`src/rtl/stream_transpose_pkg.sv`:
```
// Shared types and helpers for the streaming N x N matrix transposer.
package stream_transpose_pkg;

  typedef enum logic {
    FILL,
    DRAIN
  } state_t;

  // Counter index width; a 1-bit floor keeps N=2 (and degenerate sizes) legal.
  function automatic int unsigned idx_width(input int unsigned n);
    return (n <= 2) ? 1 : $clog2(n);
  endfunction

endpackage

```
`src/rtl/stream_transpose_if.sv`:
```
// Element-serial input and output handshake bundle of the transposer.
interface stream_transpose_if #(
  parameter int unsigned DATA_WIDTH = 8
);

  logic                  in_valid;
  logic                  in_ready;
  logic [DATA_WIDTH-1:0] in_data;
  logic                  out_valid;
  logic                  out_ready;
  logic [DATA_WIDTH-1:0] out_data;
  logic                  out_last;

  modport slave (
    input  in_valid, in_data, out_ready,
    output in_ready, out_valid, out_data, out_last
  );

  modport master (
    output in_valid, in_data, out_ready,
    input  in_ready, out_valid, out_data, out_last
  );

endinterface

```
`src/rtl/stream_transpose_index_counter.sv`:
```
// 2-D row/column index counter: column is inner, both wrap at N-1.
module tp_index_counter #(
  parameter int unsigned N  = 8,
  parameter int unsigned IW = 3
) (
  input  logic          clk,
  input  logic          i_clr,
  input  logic          i_en,
  output logic [IW-1:0] o_row,
  output logic [IW-1:0] o_col,
  output logic          o_at_last
);

  localparam logic [IW-1:0] LAST = IW'(N - 1);

  logic [IW-1:0] r_row;
  logic [IW-1:0] r_col;

  always_ff @(posedge clk) begin
    if (i_clr) begin
      r_row <= '0;
      r_col <= '0;
    end else if (i_en) begin
      if (r_col == LAST) begin
        r_col <= '0;
        r_row <= (r_row == LAST) ? '0 : r_row + 1'b1;
      end else begin
        r_col <= r_col + 1'b1;
      end
    end
  end

  assign o_row     = r_row;
  assign o_col     = r_col;
  assign o_at_last = (r_row == LAST) && (r_col == LAST);

endmodule

```
`src/rtl/stream_transpose.sv`:
```
// Streaming N x N transposer: fills a register matrix row-major, drains it column-major.
module stream_transpose
  import stream_transpose_pkg::*;
#(
  parameter int unsigned N          = 8,
  parameter int unsigned DATA_WIDTH = 8
) (
  input logic               clk,
  input logic               rst,
  stream_transpose_if.slave bus
);

  localparam int unsigned IW = idx_width(N);

  state_t                r_state;
  state_t                w_next_state;
  logic                  r_active;
  logic [DATA_WIDTH-1:0] r_mem [N][N];

  logic                  w_in_ready;
  logic                  w_out_valid;
  logic                  w_out_last;
  logic [DATA_WIDTH-1:0] w_out_data;
  logic                  w_in_fire;
  logic                  w_out_fire;
  logic [IW-1:0]         w_wr_i, w_wr_j, w_rd_i, w_rd_j;
  logic                  w_wr_at_last, w_rd_at_last;

  // r_active holds in_ready low through reset and releases it one cycle later.
  always_ff @(posedge clk) begin
    r_active <= !rst;
    if (rst) r_state <= FILL;
    else     r_state <= w_next_state;
  end

  always_comb begin
    w_next_state = r_state;
    case (r_state)
      FILL:    if (w_in_fire && w_wr_at_last)  w_next_state = DRAIN;
      DRAIN:   if (w_out_fire && w_rd_at_last) w_next_state = FILL;
      default: w_next_state = FILL;
    endcase
  end

  always_comb begin
    w_in_ready  = 1'b0;
    w_out_valid = 1'b0;
    w_out_last  = 1'b0;
    w_out_data  = '0;
    if (r_state == FILL) begin
      w_in_ready = r_active;
    end else begin
      w_out_valid = 1'b1;
      w_out_last  = w_rd_at_last;
      w_out_data  = r_mem[w_rd_j][w_rd_i];
    end
  end

  assign w_in_fire  = bus.in_valid && w_in_ready;
  assign w_out_fire = w_out_valid && bus.out_ready;

  assign bus.in_ready  = w_in_ready;
  assign bus.out_valid = w_out_valid;
  assign bus.out_last  = w_out_last;
  assign bus.out_data  = w_out_data;

  always_ff @(posedge clk) begin
    if (r_state == FILL && w_in_fire) r_mem[w_wr_i][w_wr_j] <= bus.in_data;
  end

  // Both counters wrap to (0,0) on their final element, so only reset clears them.
  tp_index_counter #(.N(N), .IW(IW)) u_wr_cnt (
    .clk       (clk),
    .i_clr     (rst),
    .i_en      (w_in_fire),
    .o_row     (w_wr_i),
    .o_col     (w_wr_j),
    .o_at_last (w_wr_at_last)
  );

  tp_index_counter #(.N(N), .IW(IW)) u_rd_cnt (
    .clk       (clk),
    .i_clr     (rst),
    .i_en      (w_out_fire),
    .o_row     (w_rd_i),
    .o_col     (w_rd_j),
    .o_at_last (w_rd_at_last)
  );

endmodule

```
`src/flat_wrapper.sv`:
```
// flat-port wrapper written by rule: the top's interface ports become plain ports
module stream_transpose_flat import stream_transpose_pkg::*;
#(
  parameter int unsigned N          = 8,
  parameter int unsigned DATA_WIDTH = 8
)
  (clk, rst, bus_in_valid, bus_in_data, bus_out_ready, bus_in_ready, bus_out_valid, bus_out_data, bus_out_last);
  stream_transpose_if #(.DATA_WIDTH(DATA_WIDTH)) bus_i ();
  input logic clk;
  input logic rst;
  input wire logic [$bits(bus_i.in_valid)-1:0] bus_in_valid;
  input wire logic [$bits(bus_i.in_data)-1:0] bus_in_data;
  input wire logic [$bits(bus_i.out_ready)-1:0] bus_out_ready;
  output wire logic [$bits(bus_i.in_ready)-1:0] bus_in_ready;
  output wire logic [$bits(bus_i.out_valid)-1:0] bus_out_valid;
  output wire logic [$bits(bus_i.out_data)-1:0] bus_out_data;
  output wire logic [$bits(bus_i.out_last)-1:0] bus_out_last;
  assign bus_i.in_valid = bus_in_valid;
  assign bus_i.in_data = bus_in_data;
  assign bus_i.out_ready = bus_out_ready;
  assign bus_in_ready = bus_i.in_ready;
  assign bus_out_valid = bus_i.out_valid;
  assign bus_out_data = bus_i.out_data;
  assign bus_out_last = bus_i.out_last;
  stream_transpose #(.N(N), .DATA_WIDTH(DATA_WIDTH)) u_core (.clk(clk), .rst(rst), .bus(bus_i));
endmodule
```
`config.mk`:
```
export PLATFORM = sky130hd
export DESIGN_NAME = stream_transpose_flat
export DESIGN_NICKNAME = d
export VERILOG_FILES = /design/src/rtl/stream_transpose_pkg.sv /design/src/rtl/stream_transpose_if.sv /design/src/rtl/stream_transpose_index_counter.sv /design/src/rtl/stream_transpose.sv /design/src/flat_wrapper.sv
export SDC_FILE = /design/constraint.sdc
export NUM_CORES = 1
export LEC_CHECK = 0
export BUFFER_PORTS_ARGS = -buffer_cell sky130_fd_sc_hd__buf_2
export CAP_MARGIN = 20
export CORE_ASPECT_RATIO = 0.5
export CORE_UTILIZATION = 40
export DETAILED_ROUTE_END_ITERATION = 12
export SLEW_MARGIN = 20
export SYNTH_ARGS = -nofsm -noshare
export SYNTH_HDL_FRONTEND = slang
export SYNTH_SLANG_ARGS = --single-unit
```
`constraint.sdc`:
```
create_clock -name clk -period 2.5 [get_ports clk]
set_clock_uncertainty 0.05 [all_clocks]
set_input_delay 0.375 -clock clk [delete_from_list [all_inputs] [get_ports clk]]
set_output_delay 0.375 -clock clk [all_outputs]
set_load 0.03 [all_outputs]
```
==> impl_results.md, run 1 <==
- NetSw: ~3.4 mW
- Layout cells sized above 1: 0.348
- Synth Area in XOR/XNOR: 0.000422
- Setup TNS: -4.86 ns
- CTS Sinks: 529
- Worst Setup Path Type: reg -> out
- Most common cell after layout, fill and taps aside: edfxtp_1
- Synth Area in Adders: 0.00483
- GRT Util Overall: 0.191
- Seq pwr share: 0.559
- Vias: 10509
- Max frequency: approximately 320 MHz
- Gate power share: 0.013
- # Max-Cap Violations: 0
- Die H: around 160 um
- Clk Latency, worst-skew pair: roughly 0.57 ns
- CP Cell Sequence: buf_12 -> buf_16 -> buf_4 -> mux4_2 -> mux2i_4 -> o2111ai_1 -> a32o_2 -> buf_6
- Critical path launch point type: flop
- Worst slew pin tran: ~0.76 ns
- Final hold violation count: 0
- Slew headroom: 0.495
- Fill cell count: 4074
- Distinct cells, synth: 48
- Starting Density: 0.409
- Pre-antenna DRT Iters: 7
- Synth Area in Compound Gates: 0.0262
- Width of the chip: 324 um
- First-pass GRT wire length: 73.0 mm
- Mapped cell area: 20700 um^2
- WL/cell: 25.1 um
- Maximum root-to-sink buffer count: 3
- Vias in the first global route: 10885
- Pleak: 7.95 nW
- Root buffer cell: clkbuf_16
- Most frequent cells in the layout: edfxtp_1 (512), buf_4 (167), mux4_2 (110), nor2_1 (81), clkbuf_16 (52)
- Layout area overhead: 20.4%
- Largest net degree at the start of global routing: 65
- # rows: 58
- TritonCTS clock tree: done
- CP max FO: 8
- H-tree depth: 2
- Failing checks: setup timing
- Switching part of the total: 0.194
- Predominant post-synthesis flop cell: edfxtp_1
- Antenna Nets Post-Route: 0
- Largest family of logic cells by synthesized area: multiplexers
- Initial antenna violation count: 0
- Post-synthesis mux area share: 0.156
- Max incr delay on CP: between 0.5 and 0.6 ns
- Port bufs: 22
- Grt ovf: 0
- FF+latch count, synth: 529
- Status: finished, violations left
- PnR worst setup slack: -0.647 ns
- Synth Warn #: 0
- GPL Wtd Cong: 0.846
- DP HPWL: between 30 and 40 mm
- Area of the multi-input gates: a little under 5000 um^2
- CP top delay family: multiplexers
- CP max stage cell: mux4_2
- Seq/Total Area, Yosys: 0.758
- Peak VDD IR: 434 uV
- Async set or reset register ratio after synthesis: 0
- I/O pin count: 23
- ANT cells: 0
- RSZ-0062 raised after global routing: yes
- Vias/cell: roughly 5.4
- Placeable Area: about 50000 um^2
- Synth Area in Simple Gates: 0.0364
- CP required: 2.08 ns
- Final wirelength: 49.0 mm
- Mapped Cells: 1012
- WP buf/inv: 4
- Final period util: 1.26
- Crit path DAT: 2.72 ns
- DR iter-0 viols: 1107
- FF/Latch Area: 15700 um^2
- DR DRC count: 0
- Mean area per synthesized cell: around 20 um^2
- Max Slew Vio Count: 0
- Clock power share: 0.428
- Post-synth EDFFs: a little over 500
- Fin crit period: roughly 3.1 ns
- PwrDens: 696 nW/um^2
- Total CTS buffers: between 40 and 50
- Net count after synthesis: 1032
- Worst min-delay path class: in -> reg
- Total chip power: 17.4 mW
- Internal Power: 14.0 mW
- Worst setup EP type: output port
- Final net count: 1243
- Worst-path clk slew: about 0.070 ns
- Total die area: 52800 um^2
- Final setup fails: 8
[power groups by stage]
stage	Clock (mW)	Combinational, mW	Sequential [mW]
floorplan	0	0.0354	9.92
global placement	0	0.208	9.91
detailed placement	0	0.218	9.92
CTS	7.57	0.219	9.72
global route	7.91	0.236	9.72
finish	7.45	0.220	9.72
[through the flow]
stage	util	hold WS (ns)	cell area, um^2	setup slack (ns)	cells
finish	0.492	0.0369	25000	-0.647	1954
global route	0.492	0.0322	25000	-0.730	1954
CTS	0.485	0.00696	24600	-0.675	1932
detailed placement	0.449	0.417	22800	-0.235	1835
global placement	0.449	0.405	22800	-0.206	1835
floorplan	-	0.394	20800	0.106	1012
[metal layers]
| metal | GRT usage | routed length, um |
|---|---|---|
| met5 | 0 | 0 |
| met4 | 0.0444 | 854 |
| met2 | 0.299 | 23100 |
| met1 | 0.281 | 22200 |
| met3 | 0.0325 | 2930 |
[cells in the mapped netlist (all sizes together) (4+ instances only)]
master   instances  area (um^2)
edfxtp         512        15400
mux4           118         2690
nor2            81          304
mux2i           54          541
buf             38          309
nand2           36          135
dfxtp           17          340
nand3           16         80.1
o22ai           16          100
a21oi           14         70.1
clkbuf          12         55.1
a211oi          10         75.1
nor3             9         45.0
o21ai            9         45.0
ha               8          100
a22o             5         43.8
a22oi            5         37.5
nor2b            5         31.3
a41oi            4         35.0
nand3b           4         30.0
o2111ai          4         35.0
[cell type report]
cell class | count | area share
inverters | 3 | 0.000451
clock inverters | 29 | 0.00962
multi-input cells | 429 | 0.195
clock buffers | 63 | 0.0545
repair buffers | 211 | 0.0760
well taps | 690 | 0.0346
flip-flops and latches | 529 | 0.630
[worst paths after layout]
| check | startpoint | endpoint | slack [ns] | depth (start not counted) |
|---|---|---|---|---|
| setup / recovery | flop | bus_out_data[3] | -0.65 | 8 |
| hold / removal | rst | u_core.r_active$_DFF_P_ | 0.04 | 2 |
| setup reg to reg | u_core.r_state$_SDFF_PP0_ | u_core.r_mem[5][38]$_DFFE_PP_ | 0.16 | 7 |
| hold reg to reg | u_core.u_rd_cnt.o_col[2]$_SDFFE_PP0N_ | flop | 0.43 | 2 |
[cells by family after synthesis]
family          after synthesis
flops                       529
mux                         172
simple gates                169
compound gates               79
buf+inv                      54
fa+ha+maj                     8
xor+xnor                      1
[registers in the layout, summed over array words and instances, names as in the netlist, named ones only]
| name | cells |
|---|---|
| u_core.r_mem | 512 |
| u_core.u_rd_cnt.o_col | 3 |
| u_core.u_rd_cnt.o_row | 3 |
| u_core.u_wr_cnt.o_col | 3 |
| u_core.u_wr_cnt.o_row | 3 |
| u_core.r_active | 1 |
| u_core.r_state | 1 |
[timing repair]
action	CTS	global route
hold buffers	0	0
cloned	1	1
resized for setup	43	25
pin swaps	8	8
setup buffers	4	22
setup endpoints to repair	9	9
[worst register-to-register path, cell delays in order (launching register included)]
cell     delay, ns
dfxtp_1       0.34
buf_4         0.17
nor2b_2       0.12
nand2_1       0.16
nor2_1        0.25
nand3_1       0.33
nor2_1        0.37
buf_4         0.24
Power figures use the tool's default switching activity.
==> run 2: changes to the inputs <==
- clock period: 2.5 -> 2.98 ns (I/O delays scaled with it)
==> impl_results.md, run 2 (synthesis results as in run 1) <==
- NetSw: 2.75 mW (-18%)
- DR iter-0 viols: 1181 (+6.7%)
- Clk Latency, worst-skew pair: 0.56 ns (about the same)
- Metal2 WL: 22.9 mm (-0.69%)
- # Max-Cap Violations: 0 (unchanged)
- Max frequency: 306 MHz
- Cell Count, Final, Fillers Out: 1898 (-2.9%)
- CP required: 2.48 ns (+0.40 ns)
- Final wirelength: 49.6 mm (+1.1%)
- H-tree depth: 2 (unchanged)
- Pleak: 7.64 nW (-3.9%)
- I/O pin count: 23 (unchanged)
- Critical path launch point type: flop
- Peak VDD IR: 403 uV (-7.2%)
- GPL Wtd Cong: 0.893 (+5.5%)
- Root buffer cell: clkbuf_16
- Starting Density: 0.409 (unchanged)
- Worst slew pin tran: 0.766 ns (+0.00861 ns)
- Maximum root-to-sink buffer count: 3 (unchanged)
- PwrDens: 570 nW/um^2 (-18%)
- Layout cells sized above 1: 0.323 (-0.0253)
- Largest register FFs: 512 (unchanged)
- RSZ-0062 raised after global routing: yes
- Antenna Nets Post-Route: 0 (unchanged)
- Pre-antenna DRT Iters: 7 (unchanged)
- Top cell by count, worst path: buf_12
- PnR worst setup slack: -0.291 ns (+0.355 ns)
- # rows: 58 (unchanged)
- GRT Util Overall: 0.191 (-0.000300)
- Fin crit period: 3.27 ns
- Slew headroom: 0.489 (-0.00574)
- DR DRC count: 0 (unchanged)
- Final hold violation count: 0 (unchanged)
- Largest Register: u_core.r_mem
- Final setup fails: 8 (unchanged)
- Width of the chip: 324 um (unchanged)
- Internal Power: 11.3 mW (-20%)
- Max Slew Vio Count: 0 (unchanged)
- Top routing layer in use: met5
- DR WL met3: 3.93 mm (+34%)
- Layout area overhead: 18.8%
- Worst reg2reg setup slack: 0.64 ns (+0.48 ns)
- Initial antenna violation count: 1 (+1)
- FF/Latch Area: 15700 um^2 (unchanged)
- Cells after DPL: 1790 (-2.5%)
- Fill cell count: 4076 (+0.049%)
- Max incr delay on CP: 0.54 ns (+0.02 ns)
- Switching part of the total: 0.196 (+0.00200)
- Worst Setup Path Type: reg -> out
- Largest net degree at the start of global routing: 65 (unchanged)
- Final net count: 1191 (-4.2%)
- Port bufs: 22 (unchanged)
- CTS Sinks: 529 (unchanged)
- Crit path DAT: 2.77 ns (+0.05 ns)
- Final period util: 1.10
- Failing checks: setup timing
- Worst-path clk slew: 0.06 ns (about the same)
- TritonCTS clock tree: done
- CP max FO: 7 (-1)
- CP max stage cell: mux4_1
- Worst min-delay path class: in -> reg
- Vias/cell: 5.55 (+3.1%)
- Grt ovf: 0 (unchanged)
- Total die area: 52800 um^2 (unchanged)
- Worst setup EP type: output port
- Vias in the first global route: 10710 (-1.6%)
- Die H: 163 um (unchanged)
- Most frequent cells in the layout: edfxtp_1 (512), buf_4 (115), mux4_2 (114), nor2_1 (80), clkbuf_16 (52)
- # hold bufs at CTS: 0 (unchanged)
- Seq pwr share: 0.582 (+0.023)
- Routed metal-1 wire length: 21.3 mm (-3.9%)
- Final core utilization: 0.485 (-0.00681)
- Gate power share: 0.014 (about the same)
- WL/cell: 26.1 um (+4.1%)
- Status: finished, violations left
- Clock power share: 0.405 (-0.023)
- Placeable Area: 50700 um^2 (unchanged)
- Most common cell after layout, fill and taps aside: edfxtp_1
- CP Cell Sequence: buf_6 -> buf_12 -> buf_12 -> mux4_1 -> mux2i_1 -> a22o_1 -> o41ai_4 -> buf_4
- Vias: 10525 (+0.15%)
- DP HPWL: 31.0 mm (-2.5%)
- First-pass GRT wire length: 72.2 mm (-1.0%)
- ANT cells: 0 (unchanged)
- Total CTS buffers: 48 (-2.0%)
- Area of the multi-input gates: 5060 um^2 (+3.9%)
==> run 2: timing repair <==
action,4_1_cts,5_1_grt
gates resized for setup,80,24
pin swaps,3,6
gates cloned,3,3
endpoints found under the setup margin,8,8
setup buffers,12,3
==> run 2: critical path: cells and delay by family (launching register included) <==
kind	cells	cell delay, ns
multiplexers	2	0.85
buffers and inverters	4	0.64
flip-flops	1	0.38
AO/OA/AOI/OAI	2	0.35
==> run 2: per-stage QoR <==
step	hold WS (ns)	worst slack, ns	cell area, um^2	total power, mW	TNS [ns]
6_report	0.0944	-0.291	24600	14.0	-1.81
5_1_grt	0.0809	-0.312	24600	14.4	-2.33
4_1_cts	0.0741	-0.278	24400	14.1	-2.01
3_5_place_dp	0.422	0.0153	22400	8.51	0
3_3_place_gp	0.412	-0.00395	22400	8.50	-0.00395
2_1_floorplan	0.404	0.223	20700	8.35	0
==> run 2: path summary, 6_finish.rpt <==
path | start | to | cells after the start
worst max-delay path | flop | bus_out_data[0] | 8
worst min-delay path | bus_in_data[2] | u_core.r_mem[2][10]$_DFFE_PP_ | 1
worst max register to register | u_core.r_state$_SDFF_PP0_ | u_core.r_mem[2][48]$_DFFE_PP_ | 6
worst min register to register | u_core.u_rd_cnt.o_col[1]$_SDFFE_PP0N_ | flop | 2
==> run 2: power by group through the flow <==
| stage | logic [mW] | clock network, mW | registers (mW) |
|---|---|---|---|
| finish | 0.191 | 5.68 | 8.16 |
| floorplan | 0.0295 | 0 | 8.32 |
| CTS | 0.193 | 5.77 | 8.16 |
| detailed placement | 0.189 | 0 | 8.32 |
| global route | 0.207 | 6.04 | 8.15 |
| global placement | 0.179 | 0 | 8.32 |
==> run 2: final cells by class <==
| type | count | area share |
|---|---|---|
| Clock buffer | 62 | 0.0518 |
| Tap cell | 690 | 0.0351 |
| Clock inverter | 25 | 0.00528 |
| Inverter | 3 | 0.000457 |
| Sequential cell | 529 | 0.639 |
| Multi-Input combinational cell | 429 | 0.205 |
| Timing Repair Buffer | 160 | 0.0634 |
==> run 2: layer usage <==
metal  global-route usage  vias up
met5                    0        -
met4               0.0568        2
met3               0.0394       87
met2                0.294      392
met1                0.275     5536
li1                     -     4508
==> run 3: changes to the inputs <==
- GPL_TIMING_DRIVEN: not set -> 0
- SKIP_LAST_GASP: not set -> 1
==> impl_results.md, run 3 (synthesis results as in run 1) <==
- Pleak: 7.27 nW (-4.9%)
- Slew headroom: 0.295 (-0.195)
- Vias/cell: 5.77 (+4.0%)
- Initial antenna violation count: 0 (-1)
- Final setup fails: 8 (unchanged)
- DR WL met3: 5.48 mm (+39%)
- CP required: 2.48 ns (about the same)
- Largest register FFs: 512 (unchanged)
- Port bufs: 22 (unchanged)
- Cells after DPL: 1725 (-3.6%)
- Maximum root-to-sink buffer count: 3 (unchanged)
- GRT Util Overall: 0.202 (+0.0113)
- Most frequent cells in the layout: edfxtp_1 (512), mux4_2 (111), nor2_1 (73), clkbuf_16 (51), mux2i_1 (32)
- Worst setup EP type: output port
- Status: finished, violations left
- Final hold violation count: 0 (unchanged)
- Final wirelength: 53.2 mm (+7.3%)
- GPL Wtd Cong: 0.978 (+9.5%)
- Final core utilization: 0.476 (-0.00977)
- Total die area: 52800 um^2 (unchanged)
- Root buffer cell: clkbuf_16
- Die H: 163 um (unchanged)
- Failing checks: setup timing
- Peak VDD IR: 364 uV (-9.6%)
- Total CTS buffers: 48 (unchanged)
- Final period util: 1.11 (+0.0104)
- # Max-Cap Violations: 0 (unchanged)
- Critical path launch point type: flop
- I/O pin count: 23 (unchanged)
- # hold bufs at CTS: 0 (unchanged)
- RSZ-0062 raised after global routing: yes
- Routed metal-1 wire length: 21.9 mm (+3.0%)
- Layout area overhead: 16.4%
- DP HPWL: 33.5 mm (+7.8%)
- Max frequency: 303 MHz (-0.94%)
- Placeable Area: 50700 um^2 (unchanged)
- Starting Density: 0.409 (unchanged)
- First-pass GRT wire length: 74.1 mm (+2.5%)
- ANT cells: 0 (unchanged)
- # rows: 58 (unchanged)
- Grt ovf: 0 (unchanged)
- Worst min-delay path class: in -> reg
- Vias in the first global route: 10534 (-1.6%)
- Largest Register: u_core.r_mem
- Worst Setup Path Type: reg -> out
- Fin crit period: 3.30 ns (+0.0309 ns)
- DR iter-0 viols: 1171 (-0.85%)
- Crit path DAT: 2.81 ns (+0.04 ns)
- PwrDens: 582 nW/um^2 (+2.2%)
- Largest net degree at the start of global routing: 65 (unchanged)
- TritonCTS clock tree: done
- CP max FO: 7 (unchanged)
- WL/cell: 29.1 um (+11%)
- Total chip power: 14.1 mW (+0.19%)
- H-tree depth: 2 (unchanged)
- Metal2 WL: 24.3 mm (+5.9%)
- Clk Latency, worst-skew pair: 0.57 ns (about the same)
- Vias: 10545 (+0.19%)
- Width of the chip: 324 um (unchanged)
- Fill cell count: 4087 (+0.27%)
- Layout cells sized above 1: 0.288 (-0.0349)
- Cell Count, Final, Fillers Out: 1829 (-3.6%)
- PnR worst setup slack: -0.322 ns (-0.0309 ns)
- Top routing layer in use: met4
- CTS Sinks: 529 (unchanged)
- DR DRC count: 0 (unchanged)
- Final hold slack: 0.0172 ns (-0.0772 ns)
- Max Slew Vio Count: 0 (unchanged)
- Final net count: 1125 (-5.5%)
- Pre-antenna DRT Iters: 5 (-2)
- Worst slew pin tran: 1.06 ns (+0.292 ns)
- Worst-path clk slew: 0.06 ns (about the same)
- Most common cell after layout, fill and taps aside: edfxtp_1
- Antenna Nets Post-Route: 0 (unchanged)
run 3: changes by cell type in the layout (fill, tap and decap cells not counted), sizes merged:
cell,previous run,this run
clkinv,24,17
buf,157,79
bufinv,1,0
clkdlybuf4s25,0,1
clkbuf,65,81
run 3: cell type report:
| class | count | area (um^2) | share of cell area |
|---|---|---|---|
| tap | 690 | 863 | 0.0358 |
| inverter | 3 | 11.3 | 0.000467 |
| buffer | 51 | 658 | 0.0273 |
| clock inverter | 17 | 76.3 | 0.00316 |
| multi-input combinational | 429 | 5040 | 0.209 |
| timing repair buffer | 43 | 418 | 0.0173 |
| clock buffer | 67 | 1340 | 0.0557 |
| sequential | 529 | 15700 | 0.651 |
run 3: worst paths after layout:
path                                                            start                                    end  slack, ns  cells past startpoint
worst max-delay path                                             flop                        bus_out_data[4]      -0.32                      7
worst min-delay path                                              rst  u_core.u_wr_cnt.o_row[2]$_SDFFE_PP0P_       0.02                      2
worst max register to register              u_core.r_state$_SDFF_PP0_           u_core.r_mem[5][0]$_DFFE_PP_       0.13                      5
worst min register to register  u_core.u_rd_cnt.o_col[1]$_SDFFE_PP0N_                                   flop       0.45                      2
run 3: what timing repair did:
| action | in CTS | in global routing |
|---|---|---|
| pin swaps | 6 | 13 |
| cloned | 1 | 2 |
| setup endpoints to repair | 8 | 48 |
| buffers inserted | 11 | 6 |
| resized for setup | 119 | 61 |
run 3: worst max-delay path: stages (launching register included):
cell	delay, ns
dfxtp_4	0.40
buf_12	0.16
mux4_2	0.49
mux2i_1	0.35
nor2_1	0.10
o311a_1	0.38
a21o_1	0.21
buf_6	0.15
run 3: layer usage:
layer	up-vias	global-route usage
li1	4376	-
met1	5517	0.279
met2	550	0.312
met3	102	0.0577
met4	0	0.0607
met5	-	0
run 3: power by group:
part,internal (mW),switching (mW)
clock network,3.13,2.59
logic,0.0267,0.150
registers,8.16,0.00478
total,11.3,2.74
run 3: stage by stage:
step	setup TNS, ns	setup slack, ns	cell area, um^2
global route	-3.84	-0.387	24100
global placement	-1.88	-0.296	21700
finish	-2.28	-0.322	24100
floorplan	0	0.223	20700
CTS	-2.33	-0.309	23800
detailed placement	-1.86	-0.310	21700
